**src/rtl/fir_channel_arbiter.sv**
```systemverilog
// Round-robin arbiter time-sharing one FIR filter unit between NCH channels.
// Optional WAIT-state watchdog enabled by defining FIR_ARB_WATCHDOG_EN.
module fir_channel_arbiter #(
    parameter int unsigned NCH     = 4,
    parameter int unsigned DW      = 16,
    parameter int unsigned RW      = 36,
    parameter int unsigned TIMEOUT = 64,
    localparam int unsigned CHB    = $clog2(NCH)
) (
    input  logic              clk,
    input  logic              rst_n,
    input  logic [NCH-1:0]    req_in,
    input  logic [NCH*DW-1:0] sample_in,
    output logic [NCH-1:0]    ack_out,
    output logic              filt_start_out,
    output logic [DW-1:0]     filt_data_out,
    output logic [CHB-1:0]    filt_ch_out,
    input  logic              filt_done_in,
    input  logic [RW-1:0]     filt_result_in,
    output logic              result_valid_out,
    output logic [RW-1:0]     result_out,
    output logic [CHB-1:0]    result_ch_out,
    input  logic              result_ready_in,
    output logic              err_out
);

    if (NCH < 2 || NCH > 16 || TIMEOUT < 1) begin : g_bad_cfg
        $error("fir_channel_arbiter: NCH must be 2..16 and TIMEOUT >= 1");
    end

    typedef enum logic [1:0] {S_IDLE, S_START, S_WAIT, S_OUT} state_t;

    state_t         state;
    logic [CHB-1:0] last_r;
    logic [CHB-1:0] win;
    logic [CHB-1:0] idx;
    logic           found;

`ifdef FIR_ARB_WATCHDOG_EN
    localparam int unsigned WDW = $clog2(TIMEOUT + 1);
    logic [WDW-1:0] wd_cnt;
`endif

    // First requester strictly after last_r, searching upward modulo NCH.
    always_comb begin
        win   = last_r;
        idx   = last_r;
        found = 1'b0;
        for (int unsigned i = 1; i <= NCH; i++) begin
            idx = CHB'((32'(last_r) + i) % NCH);
            if (!found && req_in[idx]) begin
                win   = idx;
                found = 1'b1;
            end
        end
    end

    always_ff @(posedge clk) begin
        if (!rst_n) begin
            state            <= S_IDLE;
            last_r           <= CHB'(NCH - 1);
            ack_out          <= '0;
            filt_start_out   <= 1'b0;
            filt_data_out    <= '0;
            filt_ch_out      <= '0;
            result_valid_out <= 1'b0;
            result_out       <= '0;
            result_ch_out    <= '0;
            err_out          <= 1'b0;
`ifdef FIR_ARB_WATCHDOG_EN
            wd_cnt           <= '0;
`endif
        end else begin
            ack_out        <= '0;
            filt_start_out <= 1'b0;
            err_out        <= 1'b0;
            case (state)
                S_IDLE: begin
                    if (found) begin
                        filt_data_out  <= sample_in[32'(win)*DW +: DW];
                        filt_ch_out    <= win;
                        last_r         <= win;
                        ack_out        <= NCH'(1) << win;
                        filt_start_out <= 1'b1;
                        state          <= S_START;
                    end
                end
                S_START: begin
                    state <= S_WAIT;
`ifdef FIR_ARB_WATCHDOG_EN
                    wd_cnt <= '0;
`endif
                end
                S_WAIT: begin
                    if (filt_done_in) begin
                        result_out       <= filt_result_in;
                        result_ch_out    <= filt_ch_out;
                        result_valid_out <= 1'b1;
                        state            <= S_OUT;
                    end
`ifdef FIR_ARB_WATCHDOG_EN
                    else if (wd_cnt == WDW'(TIMEOUT - 1)) begin
                        // Abort: last_r keeps the stuck channel so arbitration moves on.
                        err_out <= 1'b1;
                        state   <= S_IDLE;
                    end else begin
                        wd_cnt <= wd_cnt + WDW'(1);
                    end
`endif
                end
                S_OUT: begin
                    if (result_ready_in) begin
                        result_valid_out <= 1'b0;
                        state            <= S_IDLE;
                    end
                end
                default: state <= S_IDLE;
            endcase
        end
    end

endmodule
```
**config.mk**
```make
export PLATFORM = sky130hd
export DESIGN_NAME = fir_channel_arbiter
export DESIGN_NICKNAME = d
export VERILOG_FILES = /design/src/rtl/fir_channel_arbiter.sv
export SDC_FILE = /design/constraint.sdc
export NUM_CORES = 1
export LEC_CHECK = 0
export BUFFER_PORTS_ARGS = -buffer_cell sky130_fd_sc_hd__buf_2
export CAP_MARGIN = 20
export CORE_MARGIN = 1.5
export CORE_UTILIZATION = 47
export DETAILED_ROUTE_END_ITERATION = 8
export GPL_TIMING_DRIVEN = 0
export PLACE_DENSITY_LB_ADDON = 0.12
export RECOVER_POWER = 100
export SYNTH_ARGS = -nofsm -noshare
export SYNTH_HDL_FRONTEND = slang
export SYNTH_SLANG_ARGS = --single-unit
export TNS_END_PERCENT = 10
```
**constraint.sdc**
```tcl
create_clock -name clk -period 3 [get_ports clk]
set_input_delay 0.6 -clock clk [delete_from_list [all_inputs] [get_ports clk]]
set_output_delay 0.6 -clock clk [all_outputs]
set_load 0.02 [all_outputs]
```
; ---- Yosys cells after proc, flatten, opt, wreduce, memory -nomap -nowiden
; Cells that the tools add are included.
[totals]
regBits = 66
input_bits = 108
out_inout_bits = 63
elab_cells = 63
[op_classes]
n_addsub = 4
order_cmp = 4
eq_ne = 6
shift = 2
mux = 24
n_reduce_logical = 14
[ops]
columns = cell, n
row1 = $shiftx 64x7->16, 1
row2 = $mux 2, 7
row3 = $lt 2x3->1 const B, 4
row4 = $mux 1, 11
row5 = $reduce_and 3->1, 3
row6 = $bmux 1 s2, 4
row7 = $pmux 2 s4, 1
row8 = $ne 2x2->1 const B, 3
row9 = $reduce_and 2->1, 3
row10 = $add 2x1->2 const B, 2
row11 = $add 2x2->2 const B, 2
row12 = $eq 2x2->1 const B, 2
row13 = $shl 1x2->4 const A, 1
row14 = $logic_and 1x1->1, 3
row15 = $logic_not 1->1, 3
row16 = $eq 2x1->1 const B, 1
row17 = $logic_not 2->1, 1
row18 = $pmux 1 s2, 1
row19 = $reduce_bool 2->1, 1

; ---- Logic depth before layout (Yosys ltp)
[depth]
ltp_word = 15
ltp_mapped = 8
mapped_depth_nobuf = 7

; ---- Worst setup path after synthesis
; No wires, ideal clock.
[synth_timing]
kind = input -> register
from = input port req_in[3]
to = register filt_data_out[0]
setup_ns = 0.128
arrival_ns = 1.816
t_required_ns = 2.872
slack_ns = 1.056
cell_stages = 8
path_buffers = 3
cell_sequence = nor2b_4 > o21a_1 > buf_6 > nor3_4 > buf_6 > buf_12 > mux2i_1 > o221ai_2
[synth_between]
elab_chain_len = 13
elab_cells_between_ends = 24
classes_between = 1 x shift / 16 x mux / 7 x reduce/logical
[synth_lines]
columns = element, line_no
row1 = start: declaration, 12  ; input logic [NCH-1:0] req_in,
row2 = $bmux 1 s2, 51  ; if (!found && req_in[idx]) begin
row3 = $mux 1 (not written as such), 51
row4 = $mux 1, 51
row5 = $logic_not 1->1, 51
row6 = $logic_and 1x1->1, 51
row7 = $mux 1, 51
row8 = $logic_not 1->1, 51
row9 = $logic_and 1x1->1, 51
row10 = $mux 1, 51
row11 = $logic_not 1->1, 51
row12 = $logic_and 1x1->1, 51
row13 = $mux 2 or $mux 1 (tied branches), 51
row14 = $shiftx 64x7->16 or $reduce_and 2->1 (tied branches), n/a
row15 = end signal: assignment, 80  ; filt_data_out <= sample_in[32'(win)*DW +: DW];
row16 = end: declaration, 16  ; output logic [DW-1:0] filt_data_out,
; Several ways; a longest one is shown, not always the timed one. The select of a mux whose other input is x is not followed.
; A chain may end at the register's enable or synchronous reset.

; ---- Worst setup path after layout
[layout_timing]
from = input port req_in[3]
to = register filt_data_out[1]
; Same word-level chain as after synthesis.

==> qor.txt <==
Via count: 2999
Clk_skew: 0.00816 ns
Hold Path Class: reg2reg
Share of post-route cells with drive strength above 1: 26.8%
Reg area: 1320 µm²
Peak supply drop: 443 µV
Main synth FF type: dfxtp_1
CTS sink count: 66
FFs w/ async S/R, synth: 0%
Final setup violation count: 0
Ant diodes: 0
Worst setup EP type: flip-flop
Post-synth net total: 449
Lkg Pwr: 1.68 nW
FF+latch count, synth: 66
Fmax: 0.422 GHz
Fin nets: 629
Hold Crit Start: result_out[6]$_SDFFE_PN0P_
Routed WL: 7.66 mm
Final worst path period need: 2.37 ns
Ranking of synthesized cells by area: dfxtp_1 (45%), nand2_1 (12%), mux2i_1 (8.5%)
Footprint of the multi-input gates: 1450 µm²
CTS tree: yes
Clock transition at path regs: 0.07 ns
Most common cell after layout, fill and taps aside: buf_2
Internal: 1.93 mW
RR Startpoint: last_r[0]$_SDFFE_PN1P_
Critical path class: in2reg
Slew @ Worst Pin: 0.900 ns
Total gr overflow: 0
Overall Power: 3.15 mW
Hold depth: 2
Die Y: 82.1 µm
I/O Pins: 171
Core Box Area: 5990 µm²
Global-route wire length before repair: 11.4 mm
Hpwl dp: 5.84 mm
Die Width: 82.1 µm
First drt pass iteration count: 4
Fill count: 567
R2r endpoint: filt_data_out[1]$_SDFFE_PN0P_
Initial antenna violation count: 0
Synth unique cells: 41
Setup crit start kind: input pin
Syn Area/Cell: 8.73 µm²
Routed len/inst: 12.8 µm
Syn Std Cell Area: 2940 µm²
CTS Buffer Depth: 2
Area growth from synthesis to layout: 35.2%
Post-synth top area cell: dfxtp_1
Cts hold-fix bufs: 0
CTS Root Cell: clkbuf_8
Post-CTS Setup Inserts: 0
Dpl ws: 0.745 ns
Max_slew headroom: 39.7%
DR vias/cell: 5.02
Port bufs: 169
Starting DRT DRC Count: 65
Tot GR Track Use: 21.9%
Die ar.: 6750 µm²
Number of global-route vias before repair: 2742
Sequential share of power: 37.1%
Worst Slack Setup Final: 0.629 ns
Final GP Congestion: 0.794
Site row count: 28
Clk_lat worst skew: 0.33 ns
Clock Power Share: 23.2%
H-tree depth: 3
R2R setup slack: 0.66 ns
R2R depth: 8
Combinational share of power: 39.7%
Mapped Cells: 337
Status: finished, final reports clean
Psw: 1.22 mW
Post-synth top area share: 44.9%
Initial Utilization: 49.1%
Number of synthesized flops with an enable pin: 0
Commonest cells after routing, fill and taps aside: buf_2 (108), nand2_1 (97), clkbuf_1 (77)
Hold EP: result_out[6]$_SDFFE_PN0P_
Post_cts resized: 0
RSZ-0062 raised after global routing: false
ANT nets after route: 0
Power Dens Cells: 793 nW/µm²
Critical Path Source: req_in[3]
Fin. max-slew vios: 0
Largest fanout on the critical path: 10
Maxcap violations: 0
Crit path DAT: 2.57 ns
Cts bufs inserted: 9
Seq/Total Area, Yosys: 44.9%
DRC viols: 0
Setup TNS: 0 ns
Synth warnings: 0
Final Hold Viols: 0
Critical Path RT: 3.20 ns
Switch share: 38.8%
Fin crit share: 79.0%
Pin count of the biggest net entering global routing: 13
## worst max path at each step
stage	slack [ns]	depth (start not counted)	to
4_1_cts	1.06	7	result_out[31]$_SDFFE_PN0P_
2_1_floorplan	1.06	8	filt_data_out[0]$_SDFFE_PN0P_
6_report	0.63	9	filt_data_out[1]$_SDFFE_PN0P_
3_5_place_dp	0.74	6	filt_data_out[2]$_SDFFE_PN0P_
5_1_grt	0.47	8	filt_data_out[7]$_SDFFE_PN0P_
3_3_place_gp	0.74	6	filt_data_out[2]$_SDFFE_PN0P_
## power by group through the flow
stage	Sequential [mW]	Combinational (mW)	Clock (mW)
floorplan	1.39	0.734	0
finish	1.17	1.25	0.731
global route	1.19	1.38	0.786
CTS	1.17	1.34	0.747
detailed placement	1.18	1.34	0
global placement	1.17	1.32	0
## cell families (layout without fill, tap and decap cells)
group | Yosys count | in the layout | synth area share, %
flip-flops | 66 | 66 | 44.9
buffers and inverters | 26 | 211 | 5.70
AO/OA/AOI/OAI | 86 | 86 | 20.3
AND/OR/NAND/NOR | 129 | 129 | 18.8
other | 1 | 1 | 0.127
multiplexers | 25 | 25 | 8.50
adder cells (fa/ha/maj) | 4 | 4 | 1.70
## critical path: stages
cell and delay (ns):
buf_2 0.13, nor2b_4 0.13, o21a_1 0.19, buf_6 0.14
nor3_4 0.14, clkbuf_1 0.64, buf_12 0.23, mux2i_1 0.24
o221ai_2 0.12
## flip-flops by register name, summed over array words and instances (netlist names)
name              count
result_ch_out         2
state                 2
filt_start_out        1
result_out           36
ack_out               4
result_valid_out      1
last_r                2
filt_ch_out           2
filt_data_out        16
## per-stage QoR
| stage | std cells | area (µm²) | hold slack (ns) | utilization, % |
|---|---|---|---|---|
| floorplan | 337 | 2940 | 0.495 | - |
| global placement | 581 | 3880 | 0.439 | 64.8 |
| detailed placement | 581 | 3880 | 0.447 | 64.8 |
| CTS | 597 | 4080 | 0.457 | 68.1 |
| global route | 597 | 3980 | 0.476 | 66.4 |
| finish | 597 | 3980 | 0.458 | 66.4 |
## cell usage after synthesis (2+ instances only)
library cell and number:
a21o_1 8, a21oi_1 40, and2_1 3, buf_12 2, buf_6 4, clkbuf_1 11, clkbuf_2 2, dfxtp_1 66
ha_1 4, inv_1 3, mux2i_1 25, nand2_1 97, nand2b_1 2, nand4_1 7, nor2_1 12, nor2b_1 2
o211ai_1 7, o21ai_0 6, o221ai_1 3, o221ai_2 6, o31ai_1 7
## metal layers
metal | vias up | global-route usage [%] | routed length [µm]
met5 | - | 0 | 0
met4 | 0 | 8.98 | 100
met3 | 10 | 5.60 | 603
met2 | 108 | 40.0 | 3700
met1 | 1355 | 24.0 | 3260
li1 | 1526 | - | -
## area by class of cell
type                            instances  share of cell area, %
Multi-Input combinational cell        245                   36.4
Sequential cell                        66                   33.2
Timing Repair Buffer                  169                   19.3
Buffer                                 22                   3.46
Clock buffer                           10                   3.21
Tap cell                               75                   2.36
Clock inverter                          6                   1.70
Inverter                                4                  0.377
(Power assumes the default switching activity.)
